===== src/rtl/eth_pkt_gen_if.sv =====
// rtl/eth_pkt_gen_if.sv - register bus and TSE TX FIFO stream bundle for the packet generator
interface eth_pkt_gen_if;
  logic [2:0]  address;
  logic        write;
  logic        read;
  logic [31:0] writedata;
  logic [31:0] readdata;

  logic [31:0] tx_data;
  logic        tx_wren;
  logic        tx_sop;
  logic        tx_eop;
  logic [1:0]  tx_mod;
  logic        tx_err;
  logic        tx_rdy;

  modport master (
    input  address, write, read, writedata, tx_rdy,
    output readdata, tx_data, tx_wren, tx_sop, tx_eop, tx_mod, tx_err
  );

  modport slave (
    output address, write, read, writedata, tx_rdy,
    input  readdata, tx_data, tx_wren, tx_sop, tx_eop, tx_mod, tx_err
  );
endinterface


===== src/rtl/eth_pkt_gen.sv =====
// rtl/eth_pkt_gen.sv - register-programmed Ethernet frame generator feeding the MAC TX FIFO
module eth_pkt_gen #(
  parameter int MIN_LEN = 60,
  parameter int MAX_LEN = 1514
) (
  input  logic clk,
  input  logic reset,
  eth_pkt_gen_if.master bus
);
  typedef enum logic [1:0] {IDLE, HDR, PAY, IPG} state_t;

  localparam logic [15:0] MIN_L = 16'(MIN_LEN);
  localparam logic [15:0] MAX_L = 16'(MAX_LEN);

  logic [31:0]  number_packet;
  logic [31:0]  packet_tx_count;
  logic [31:0]  count_inc;
  logic [15:0]  pkt_length;
  logic [47:0]  dst_mac;
  logic [47:0]  src_mac;
  logic         start_q;
  logic         stop;
  logic         done;
  logic         busy;

  state_t       state;
  state_t       state_n;
  logic [15:0]  beat;
  logic [15:0]  len_l;
  logic [15:0]  len_c;
  logic [15:0]  last_beat;
  logic [47:0]  dst_l;
  logic [47:0]  src_l;
  logic [111:0] hdr;
  logic [31:0]  word;
  logic [17:0]  ofs;
  logic [7:0]   byte_v;
  logic         eop;

  logic latch, beat_clr, beat_inc, clr_stat, set_done, set_busy, clr_busy, inc_count, wren;

  always_ff @(posedge clk or posedge reset) begin
    if (reset) begin
      number_packet <= '0;
      pkt_length    <= '0;
      dst_mac       <= '0;
      src_mac       <= '0;
      start_q       <= 1'b0;
      stop          <= 1'b0;
    end else begin
      start_q <= bus.write && (bus.address == 3'd7) && bus.writedata[0];
      if (bus.write) begin
        case (bus.address)
          3'd0:    number_packet  <= bus.writedata;
          3'd1:    pkt_length     <= bus.writedata[15:0];
          3'd2:    dst_mac[31:0]  <= bus.writedata;
          3'd3:    dst_mac[47:32] <= bus.writedata[15:0];
          3'd4:    src_mac[31:0]  <= bus.writedata;
          3'd5:    src_mac[47:32] <= bus.writedata[15:0];
          3'd7:    stop           <= bus.writedata[1];
          default: ;
        endcase
      end
    end
  end

  always_comb begin
    bus.readdata = '0;
    if (bus.read) begin
      case (bus.address)
        3'd0:    bus.readdata = number_packet;
        3'd1:    bus.readdata = {16'h0000, pkt_length};
        3'd2:    bus.readdata = dst_mac[31:0];
        3'd3:    bus.readdata = {16'h0000, dst_mac[47:32]};
        3'd4:    bus.readdata = src_mac[31:0];
        3'd5:    bus.readdata = {16'h0000, src_mac[47:32]};
        3'd6:    bus.readdata = packet_tx_count;
        default: bus.readdata = {28'h0, busy, done, stop, start_q};
      endcase
    end
  end

  assign len_c     = (pkt_length < MIN_L) ? MIN_L : (pkt_length > MAX_L) ? MAX_L : pkt_length;
  assign last_beat = ((len_l + 16'd3) >> 2) - 16'd1;
  assign count_inc = packet_tx_count + 32'd1;

  always_ff @(posedge clk or posedge reset) begin
    if (reset) state <= IDLE;
    else       state <= state_n;
  end

  always_comb begin
    state_n   = state;
    latch     = 1'b0;
    beat_clr  = 1'b0;
    beat_inc  = 1'b0;
    clr_stat  = 1'b0;
    set_done  = 1'b0;
    set_busy  = 1'b0;
    clr_busy  = 1'b0;
    inc_count = 1'b0;
    wren      = 1'b0;
    case (state)
      IDLE: begin
        if (start_q && !busy) begin
          clr_stat = 1'b1;
          if (number_packet == 32'd0) begin
            set_done = 1'b1;
          end else begin
            set_busy = 1'b1;
            latch    = 1'b1;
            beat_clr = 1'b1;
            state_n  = HDR;
          end
        end
      end
      HDR: begin
        wren = 1'b1;
        if (bus.tx_rdy) begin
          beat_inc = 1'b1;
          if (beat == 16'd3) state_n = PAY;
        end
      end
      PAY: begin
        wren = 1'b1;
        if (bus.tx_rdy) begin
          if (beat == last_beat) state_n = IPG;
          else                   beat_inc = 1'b1;
        end
      end
      IPG: begin
        inc_count = 1'b1;
        if ((count_inc == number_packet) || stop) begin
          set_done = 1'b1;
          clr_busy = 1'b1;
          state_n  = IDLE;
        end else begin
          latch    = 1'b1;
          beat_clr = 1'b1;
          state_n  = HDR;
        end
      end
      default: state_n = IDLE;
    endcase
  end

  // Length and MACs are snapshotted at frame start so register writes never tear a frame.
  always_ff @(posedge clk or posedge reset) begin
    if (reset) begin
      beat            <= '0;
      len_l           <= '0;
      dst_l           <= '0;
      src_l           <= '0;
      packet_tx_count <= '0;
      done            <= 1'b0;
      busy            <= 1'b0;
    end else begin
      if (beat_clr)      beat <= '0;
      else if (beat_inc) beat <= beat + 16'd1;
      if (latch) begin
        len_l <= len_c;
        dst_l <= dst_mac;
        src_l <= src_mac;
      end
      if (clr_stat)       packet_tx_count <= '0;
      else if (inc_count) packet_tx_count <= count_inc;
      if (set_done)      done <= 1'b1;
      else if (clr_stat) done <= 1'b0;
      if (set_busy)      busy <= 1'b1;
      else if (clr_busy) busy <= 1'b0;
    end
  end

  assign hdr = {dst_l, src_l, len_l - 16'd14};

  // Each byte lane is derived from its absolute frame offset: header, k-pattern payload, or pad.
  always_comb begin
    word   = '0;
    ofs    = '0;
    byte_v = '0;
    for (int i = 0; i < 4; i++) begin
      ofs = {beat, 2'b00} + 18'(i);
      if (ofs >= {2'b00, len_l})   byte_v = 8'h00;
      else if (ofs < 18'd14)       byte_v = hdr[8*(13 - int'(ofs[3:0])) +: 8];
      else                         byte_v = 8'(ofs - 18'd14);
      word[8*(3-i) +: 8] = byte_v;
    end
  end

  assign eop         = (state == PAY) && (beat == last_beat);
  assign bus.tx_wren = wren;
  assign bus.tx_sop  = (state == HDR) && (beat == 16'd0);
  assign bus.tx_eop  = eop;
  assign bus.tx_mod  = eop ? (2'd0 - len_l[1:0]) : 2'd0;
  assign bus.tx_data = wren ? word : 32'h0;
  assign bus.tx_err  = 1'b0;
endmodule


===== src/flat_wrapper.sv =====
// flat-port wrapper written by rule: the top's interface ports become plain ports
module eth_pkt_gen_flat 
#(
  parameter int MIN_LEN = 60,
  parameter int MAX_LEN = 1514
)
  (clk, reset, bus_address, bus_write, bus_read, bus_writedata, bus_tx_rdy, bus_readdata, bus_tx_data, bus_tx_wren, bus_tx_sop, bus_tx_eop, bus_tx_mod, bus_tx_err);
  eth_pkt_gen_if bus_i ();
  input  logic clk;
  input  logic reset;
  input wire logic [$bits(bus_i.address)-1:0] bus_address;
  input wire logic [$bits(bus_i.write)-1:0] bus_write;
  input wire logic [$bits(bus_i.read)-1:0] bus_read;
  input wire logic [$bits(bus_i.writedata)-1:0] bus_writedata;
  input wire logic [$bits(bus_i.tx_rdy)-1:0] bus_tx_rdy;
  output wire logic [$bits(bus_i.readdata)-1:0] bus_readdata;
  output wire logic [$bits(bus_i.tx_data)-1:0] bus_tx_data;
  output wire logic [$bits(bus_i.tx_wren)-1:0] bus_tx_wren;
  output wire logic [$bits(bus_i.tx_sop)-1:0] bus_tx_sop;
  output wire logic [$bits(bus_i.tx_eop)-1:0] bus_tx_eop;
  output wire logic [$bits(bus_i.tx_mod)-1:0] bus_tx_mod;
  output wire logic [$bits(bus_i.tx_err)-1:0] bus_tx_err;
  assign bus_i.address = bus_address;
  assign bus_i.write = bus_write;
  assign bus_i.read = bus_read;
  assign bus_i.writedata = bus_writedata;
  assign bus_i.tx_rdy = bus_tx_rdy;
  assign bus_readdata = bus_i.readdata;
  assign bus_tx_data = bus_i.tx_data;
  assign bus_tx_wren = bus_i.tx_wren;
  assign bus_tx_sop = bus_i.tx_sop;
  assign bus_tx_eop = bus_i.tx_eop;
  assign bus_tx_mod = bus_i.tx_mod;
  assign bus_tx_err = bus_i.tx_err;
  eth_pkt_gen #(.MIN_LEN(MIN_LEN), .MAX_LEN(MAX_LEN)) u_core (.clk(clk), .reset(reset), .bus(bus_i));
endmodule

===== config.mk =====
export PLATFORM = sky130hd
export DESIGN_NAME = eth_pkt_gen_flat
export DESIGN_NICKNAME = d
export VERILOG_FILES = /design/src/rtl/eth_pkt_gen_if.sv /design/src/rtl/eth_pkt_gen.sv /design/src/flat_wrapper.sv
export SDC_FILE = /design/constraint.sdc
export NUM_CORES = 1
export LEC_CHECK = 0
export ABC_AREA = 1
export ABC_CLOCK_PERIOD_IN_PS = 11100
export BUFFER_PORTS_ARGS = -buffer_cell sky130_fd_sc_hd__clkbuf_2
export CORE_MARGIN = 8
export CORE_UTILIZATION = 56
export CTS_CLUSTER_DIAMETER = 60
export CTS_CLUSTER_SIZE = 40
export DETAILED_ROUTE_END_ITERATION = 6
export GPL_ROUTABILITY_DRIVEN = 0
export PLACE_DENSITY_LB_ADDON = 0.12
export REMOVE_ABC_BUFFERS = 1
export SETUP_SLACK_MARGIN = 0.15
export SLEW_MARGIN = 20
export SYNTH_ARGS = -nofsm -noshare
export SYNTH_HDL_FRONTEND = slang
export SYNTH_SLANG_ARGS = --single-unit

===== constraint.sdc =====
create_clock -name clk -period 11.1 [get_ports clk]
set_input_delay 2.22 -clock clk [delete_from_list [all_inputs] [get_ports clk]]
set_output_delay 2.22 -clock clk [all_outputs]
set_load 0.01 [all_outputs]

==> results of run 1 <==
worst paths after layout:
check                                                 end                                  start  cells past startpoint
max                                       bus_readdata[0]                         bus_address[1]                     10
min                        u_core.src_mac[15]$_DFFE_PP0P_         u_core.src_mac[15]$_DFFE_PP0P_                      2
max reg2reg                    u_core.beat[3]$_DFFE_PP0P_  u_core.packet_tx_count[0]$_DFFE_PP0P_                     21
min reg2reg                u_core.src_mac[15]$_DFFE_PP0P_         u_core.src_mac[15]$_DFFE_PP0P_                      2
max in group asynchronous      u_core.beat[0]$_DFFE_PP0P_                                  reset                      3
min in group asynchronous     u_core.dst_l[1]$_DFFE_PP0P_                                  reset                      2
per-layer routing:
metal / vias up / global-route usage, %
met5: - / 0
met4: 0 / 17.0
met3: 228 / 7.62
met2: 1064 / 50.4
met1: 8300 / 41.0
li1: 8201 / -
power by group:
| group | switching (mW) | internal (mW) |
|---|---|---|
| registers | 0.126 | 1.23 |
| logic | 0.787 | 0.336 |
| clock network | 0.539 | 0.598 |
| total | 1.45 | 2.17 |
stage by stage:
stage	power, mW	instances	hold slack, ps	instance area (um2)
detailed placement	2.44	2871	466	18500
floorplan	1.98	2342	444	17300
global route	3.76	2923	505	19700
finish	3.62	2923	488	19700
global placement	2.43	2871	460	18500
CTS	3.58	2923	488	19700
state kept, by name, summed over array words and instances (netlist names), 16 cells and up:
name / flops
u_core.beat: 16
u_core.dst_l: 48
u_core.dst_mac: 48
u_core.len_l: 16
u_core.number_packet: 32
u_core.packet_tx_count: 32
u_core.pkt_length: 16
u_core.src_l: 48
u_core.src_mac: 48
worst reg2reg max path, delay by kind of cell, from the launching register on:
kind	cells	cell delay (ps)
simple gates	17	2420
flops	1	570
buf+inv	3	1420
fa+ha+maj	1	280
logic make-up after synthesis:
logic type / Yosys count / share of synthesized area (%)
compound gates: 520 / 16.5
fa+ha+maj: 32 / 2.24
other cells: 1 / 0.0210
buf+inv: 379 / 8.71
simple gates: 1173 / 27.2
flops: 310 / 43.4
xor+xnor: 39 / 1.99
cell usage after synthesis, types with 13 or more instances:
cell type / n
sky130_fd_sc_hd__nor4_1: 14
sky130_fd_sc_hd__clkbuf_1: 72
sky130_fd_sc_hd__nor2_2: 16
sky130_fd_sc_hd__a21oi_1: 73
sky130_fd_sc_hd__buf_2: 15
sky130_fd_sc_hd__nand4_1: 35
sky130_fd_sc_hd__buf_4: 13
sky130_fd_sc_hd__nor2_1: 184
sky130_fd_sc_hd__a221oi_1: 36
sky130_fd_sc_hd__nand3_1: 137
sky130_fd_sc_hd__dfrtp_1: 310
sky130_fd_sc_hd__ha_1: 32
sky130_fd_sc_hd__nand2_1: 740
sky130_fd_sc_hd__o21ai_0: 292
sky130_fd_sc_hd__nor3_1: 23
sky130_fd_sc_hd__xor2_1: 34
sky130_fd_sc_hd__inv_1: 252
sky130_fd_sc_hd__o22ai_1: 74
layout make-up:
class,instances,area [um2]
clock buffer,34,785
inverter,267,1010
sequential,310,7760
fill,2869,11800
timing repair buffer,127,683
tap,402,503
multi-input combinational,1765,8580
clock inverter,18,353
==> results summary, run 1 <==
In this run the top signal layer used is met4. The post-synthesis async set-or-reset flop share came out at 100%. The library cell used most frequently in the layout, excluding fill and tap cells, is sky130_fd_sc_hd__nand2_1.

Clock-pin slew was measured on the worst setup and hold paths at 70 ps. Setup repair after global routing left no endpoint under its margin. The number of pins exceeding their max-slew limit in the final report was 0. The aggregate negative setup slack is 0 ps.

The vertical die dimension is 195 um. The number of clock sinks came out at 310. The antenna diode count came out at 0. Of the post-synthesis cell area, the dominant cell type holds 43.4%. The final reports fail on capacitance limit.

Buffers placed on the I/O ports in this run total 108. The number of remaining DRC errors is 0. The wire length of the first global-routing pass came out at 95.9 mm. Of the cells placed in the final design, the portion with a size suffix greater than 1 is 8.73%. The type of the worst setup path is in2out.

The post-synthesis sequential element count came out at 310. Sequential elements use 43.4% of the synthesized area. In this run the number of H-tree levels came out at 1. The layout overhead on the synthesized area came out at 10.0%. The maximum fanout count along the critical path came out at 19. The average routed wire per standard cell is 21.3 um. The count of buffering cells on the critical path with inverters included is 4. The routed length on met1 came out at 23.8 mm. The mean area per synthesized cell is 7.29 um2. The top achievable clock speed is 140 MHz. The first detailed-routing pass took 6 iterations. The synthesized design contains 0 enable-type register cells. STA classifies the critical path endpoint as an output pin.

The effective utilization at floorplan is 56.8%. IR analysis of the VDD net gives a maximum drop of 0.146 mV. The row count is 65.

TritonCTS built the clock tree. The worst setup path is launched from a primary input. The number of violations of the max-capacitance limit is 1. The largest net degree at the start of global routing is 105. The final core utilization came out at 62.5%. In the layout the commonest cells are sky130_fd_sc_hd__nand2_1 (736), sky130_fd_sc_hd__dfrtp_1 (309), sky130_fd_sc_hd__o21ai_0 (292).

The number of antenna violations at the first check in global routing is 0. Once detail routing completed, the nets flagged for antenna violations numbered 0. The total routing resource utilization after global routing is 32.1%.

The synthesized instance count is 2,454. The synthesized design spends more area on one cell type than any other, namely sky130_fd_sc_hd__dfrtp_1. The number of distinct library cells after synthesis came out at 48. Once detailed placement completed, the half-perimeter wirelength came to 45.4 mm. The number of clock buffers added by TritonCTS is 28. Counting I/O delays and the setup requirement, the final critical path takes 7170 ps. The min-delay analysis places its worst path in the category reg2reg. The arrival time at the worst endpoint came out at 4950 ps. The critical path goes through clkbuf_2, inv_1, nor2_1, nand2_1, clkinv_1, nand2_1, o21ai_0, a2111oi_0, a21oi_1, clkbuf_2. The number of ports placed on the die boundary came out at 110.

Once the clock tree was built, the setup fixing pass inserted 0 buffers. The flow ran to the end, but the final reports show violations. The number of buffers on the longest clock path came out at 3. The initial DRC count is 2,036. The final worst clock skew came out at 29.0 ps. The setup slack after placement came out at 4130 ps.

For this run, the slowest stage of the critical path takes 880 ps. The CTS root buffer is sky130_fd_sc_hd__clkbuf_16. Yosys attributes the largest share of cell area to sky130_fd_sc_hd__dfrtp_1 (43%), sky130_fd_sc_hd__nand2_1 (16%), sky130_fd_sc_hd__o21ai_0 (8.2%).

At the worst endpoint, the required time is 8880 ps. The number of hold buffers added after CTS came out at 0. Wire segments on met2 add up to 27.3 mm in the final route. The clock network latency to the later pin of the worst-skew pair came out at 580 ps. Broken down by cell family, the worst path's largest delay share belongs to buffers and inverters. Detailed routing inserted a total of 17,800 vias. The number of instances resized during post-cts repair is 0.

After synthesis the cells add up to 17,900 um2. The number of warnings printed during yosys synthesis came out at 0. The count of endpoints failing setup in the final report is 0.

The number of nets at the end of the flow came out at 2,571. The most common flop cell mapped by yosys is sky130_fd_sc_hd__dfrtp_1. The horizontal die dimension came out at 195 um. The mean number of vias per cell came out at 6.09. The routed design uses 6.88 mm of met3 wire. The cell at the slowest stage of the critical path is sky130_fd_sc_hd__clkinv_1.

In this run the power density over the cells is 184 nW/um2. Summed over all cells, the static leakage comes to 9.66 nW. The total overflow reported by the global router is 0. The headroom to the max-slew limit came out at 2.76%.

The number of hold violations in the final report is 0. The core region is 31,500 um2. The transition time at the pin with the least slew margin is 1420 ps. The worst reg-to-reg setup slack came out at 6330 ps.

The total wire length came out at 62.1 mm. Setup slack closes at 3930 ps. The via count of the first global-routing pass came out at 16,700. The die covers 37,900 um2. The post-route fraction of the period consumed by the critical path is 64.6%.
No activity file was read; power rests on OpenSTA's default activity.
==> run 2: changes to the inputs <==
--- a/config.mk
+++ b/config.mk
@@ -6,10 +6,10 @@
 export NUM_CORES = 1
 export LEC_CHECK = 0
 export ABC_AREA = 1
-export ABC_CLOCK_PERIOD_IN_PS = 11100
+export ABC_CLOCK_PERIOD_IN_PS = 6700
 export BUFFER_PORTS_ARGS = -buffer_cell sky130_fd_sc_hd__clkbuf_2
 export CORE_MARGIN = 8
-export CORE_UTILIZATION = 56
+export CORE_UTILIZATION = 60
 export CTS_CLUSTER_DIAMETER = 60
 export CTS_CLUSTER_SIZE = 40
 export DETAILED_ROUTE_END_ITERATION = 6
==> constraint.sdc (replaced) <==
create_clock -name clk -period 6.7 [get_ports clk]
set_input_delay 1.34 -clock clk [delete_from_list [all_inputs] [get_ports clk]]
set_output_delay 1.34 -clock clk [all_outputs]
set_load 0.01 [all_outputs]
==> run 2 against run 1 <==
Effect of this change: combinational power increased by 63%; sequential share of layout area up 0.36 points; largest power group unchanged; worst hold slack gained 2.1 ps; via count is 0.46% higher; utilization grew 3.6 points; sequential power is 66% higher; the flow now finishes without violations; non-clock buffer count is 3 higher; global-route usage is 1.3 points higher; sequential cell count is the same; clock-buffer cell count is 9 lower; clock skew increased by 2.5 ps.
==> results summary, run 2 (synthesis gave the netlist of run 1 again) <==
The worst register-to-register path begins at u_core.packet_tx_count[0]$_DFFE_PP0P_. For hold timing, the worst endpoint is u_core.dst_mac[25]$_DFFE_PP0P_. The clock network latency to the later pin of the worst-skew pair came out at 570 ps. Pin placement for this block handled 110 I/O pins.

The area of all placed cells without fillers came out at 19,500 um2. The largest net degree at the start of global routing is 171. The endpoint identified for the worst register-to-register timing path is u_core.len_l[10]$_DFFE_PP0P_.

The global routing stage identified its most utilized layer as met2. The layout filler cell count came out at 2,678. The worst hold path belongs to the class reg2reg. The maximum fanout count along the critical path came out at 28. The number of H-tree levels is 1. Between clock sinks in the finished design, the worst skew comes to 31.5 ps. The via count of the first global-routing pass came out at 16,800.

The number of hold buffers added after CTS was 0. The horizontal die dimension came out at 189 um. The count of endpoints failing setup in the final report is 0. The placed instances occupy a cell area of 18,500 um2.

Across all hold checks on the routed design, the worst slack comes to 490 ps. The die covers 35,600 um2. The average routed wire per standard cell is 20.9 um. The number of violations of the max-capacitance limit came out at 0. The number of nets at the end of the flow came out at 2,571.

The die is 189 um tall. The run finished with clean final reports. The initial DRC count came out at 2,312. The row count is 63.

The worst setup path is captured at an output pin. The layout overhead on the synthesized area is 9.02%. The number of remaining DRC errors came out at 0. For the pin with the worst max-slew slack, the measured transition is 1090 ps. The number of routed nets with antenna violations came out at 0. The startpoint identified for the worst hold timing path is u_core.dst_mac[25]$_DFFE_PP0P_. The power density normalized to cell area came out at 293 nW/um2. The met1 usage came out at 44.1%. The top achievable clock speed is 186 MHz.

The most common cell after layout, fill and taps aside is sky130_fd_sc_hd__nand2_1. Summing over every cut layer, the via total after detailed routing is 17,900. The number of clock sinks is 310. The required time of the critical path came out at 5360 ps. The number of post-CTS setup repair buffers is 0.

The final core utilization is 66.1%. The arrival time at the worst endpoint is 4030 ps. The switching part of the total is 41.1%. Measured against its own limit, the worst slew margin works out to 27.1%. In this run the static leakage power is 9.60 nW. For the worst flop-to-flop path, the logic depth is 21. The met2 routing resource usage after global routing is 51.1%.

The internal cell power is 3.37 mW. The type of the worst setup path is reg2out. The clock input transition at the sequential cells of the worst setup and hold paths is 90 ps. The post-route fraction of the period consumed by the critical path came out at 80.2%.

The number of instances resized during post-cts repair came out at 0. The combinational fraction of design power came out at 32.1%. The worst path needs 5370 ps of the cycle, external delays included.

The total overflow reported by the global router is 0. Summing all multi-input logic gate instances after layout gives 8580 um2. The number of antenna violations at the first check in global routing was 0.

STA classifies the critical path startpoint as a flip-flop. The effective utilization at floorplan is 60.7%. The count of input and output buffers came out at 108. Setup repair after global routing left no endpoint under its margin.

In the global route stage, met3 resource usage came out at 5.73%. The number of pins exceeding their max-slew limit in the final report is 0. Global routing used 33.4% of the available tracks across all layers. The count of cells along the worst hold path came out at 2. The worst reg-to-reg setup slack is 2320 ps. The clock tree from TritonCTS is yes. The first global-routing pass estimated 94.4 mm of wire. The register share of total power is 39.5%. The flip-flop and latch area is 7760 um2. The switching power summed over all nets came out at 2.35 mW. The mean number of vias per cell is 6.15. The top cell types in the final layout, fill and taps aside, are sky130_fd_sc_hd__nand2_1 (737), sky130_fd_sc_hd__dfrtp_1 (309), sky130_fd_sc_hd__o21ai_0 (292). The number of hold violations in the final report came to 0. Of the total power, the clock network draws 28.4%. The half-perimeter wire length after detailed placement is 44.3 mm. No sink is reached through more buffers than the 3 on the longest clock path. The CTS root buffer is sky130_fd_sc_hd__clkbuf_16. Counting the buffers created by CTS gives 25. 0 antenna diodes ended up in the layout.

The share of layout cells above drive strength 1 is 8.62%. The maximum vdd drop is 0.205 mV. The area of the core region came out at 29,500 um2. The total wire length came out at 60.8 mm. The first-pass iteration count of the detailed router is 6.
run 2: worst max-delay path: stages, from the launching register on:
cell,delay [ps]
sky130_fd_sc_hd__dfrtp_2,790
sky130_fd_sc_hd__inv_2,90
sky130_fd_sc_hd__ha_1,880
sky130_fd_sc_hd__clkinv_1,580
sky130_fd_sc_hd__nor2_1,220
sky130_fd_sc_hd__o21ai_0,100
sky130_fd_sc_hd__a2111oi_0,580
sky130_fd_sc_hd__clkbuf_2,240
run 2: per-layer routing:
layer	wire [um]	vias to the layer above	part of all wire [%]
met4	4450	0	7.3
met5	0	-	0
met1	23700	8404	39
met3	6220	256	10
met2	26500	1022	44
li1	-	8192	-
run 2: layout make-up:
class | count | area share, %
Timing Repair Buffer | 130 | 3.79
Clock inverter | 21 | 1.52
Clock buffer | 25 | 3.21
Inverter | 267 | 5.18
Sequential cell | 310 | 39.8
Tap cell | 390 | 2.50
Multi-Input combinational cell | 1765 | 44.0
run 2: power by group through the flow:
| stage | Combinational, mW | Sequential [mW] | Clock [mW] |
|---|---|---|---|
| 6_report | 1.83 | 2.26 | 1.62 |
| 5_1_grt | 1.98 | 2.27 | 1.70 |
| 4_1_cts | 1.77 | 2.24 | 1.63 |
| 3_5_place_dp | 1.76 | 2.28 | 0 |
| 3_3_place_gp | 1.74 | 2.28 | 0 |
| 2_1_floorplan | 1.06 | 2.21 | 0 |
run 2: through the flow:
stage | setup TNS (ps) | setup slack [ps] | power, mW | cells
after CTS | 0 | 1400 | 5.64 | 2907
after global placement | 0 | 1830 | 4.01 | 2861
after detailed placement | 0 | 1790 | 4.04 | 2861
after floorplan | -995950 | -3210 | 3.28 | 2342
after global routing | 0 | 1080 | 5.96 | 2908
final | 0 | 1330 | 5.72 | 2908
run 2: worst max-delay path by stage:
stage               cells past startpoint                    endpoint                  startpoint  slack, ps
global placement                       11             bus_readdata[0]              bus_address[1]       1830
floorplan                               1  u_core.beat[0]$_DFFE_PP0P_                       reset      -3210
global route                            7              bus_tx_data[8]  u_core.beat[0]$_DFFE_PP0P_       1080
CTS                                     7              bus_tx_data[8]  u_core.beat[0]$_DFFE_PP0P_       1400
finish                                  7              bus_tx_data[8]  u_core.beat[0]$_DFFE_PP0P_       1330
detailed placement                     11             bus_readdata[0]              bus_address[1]       1790
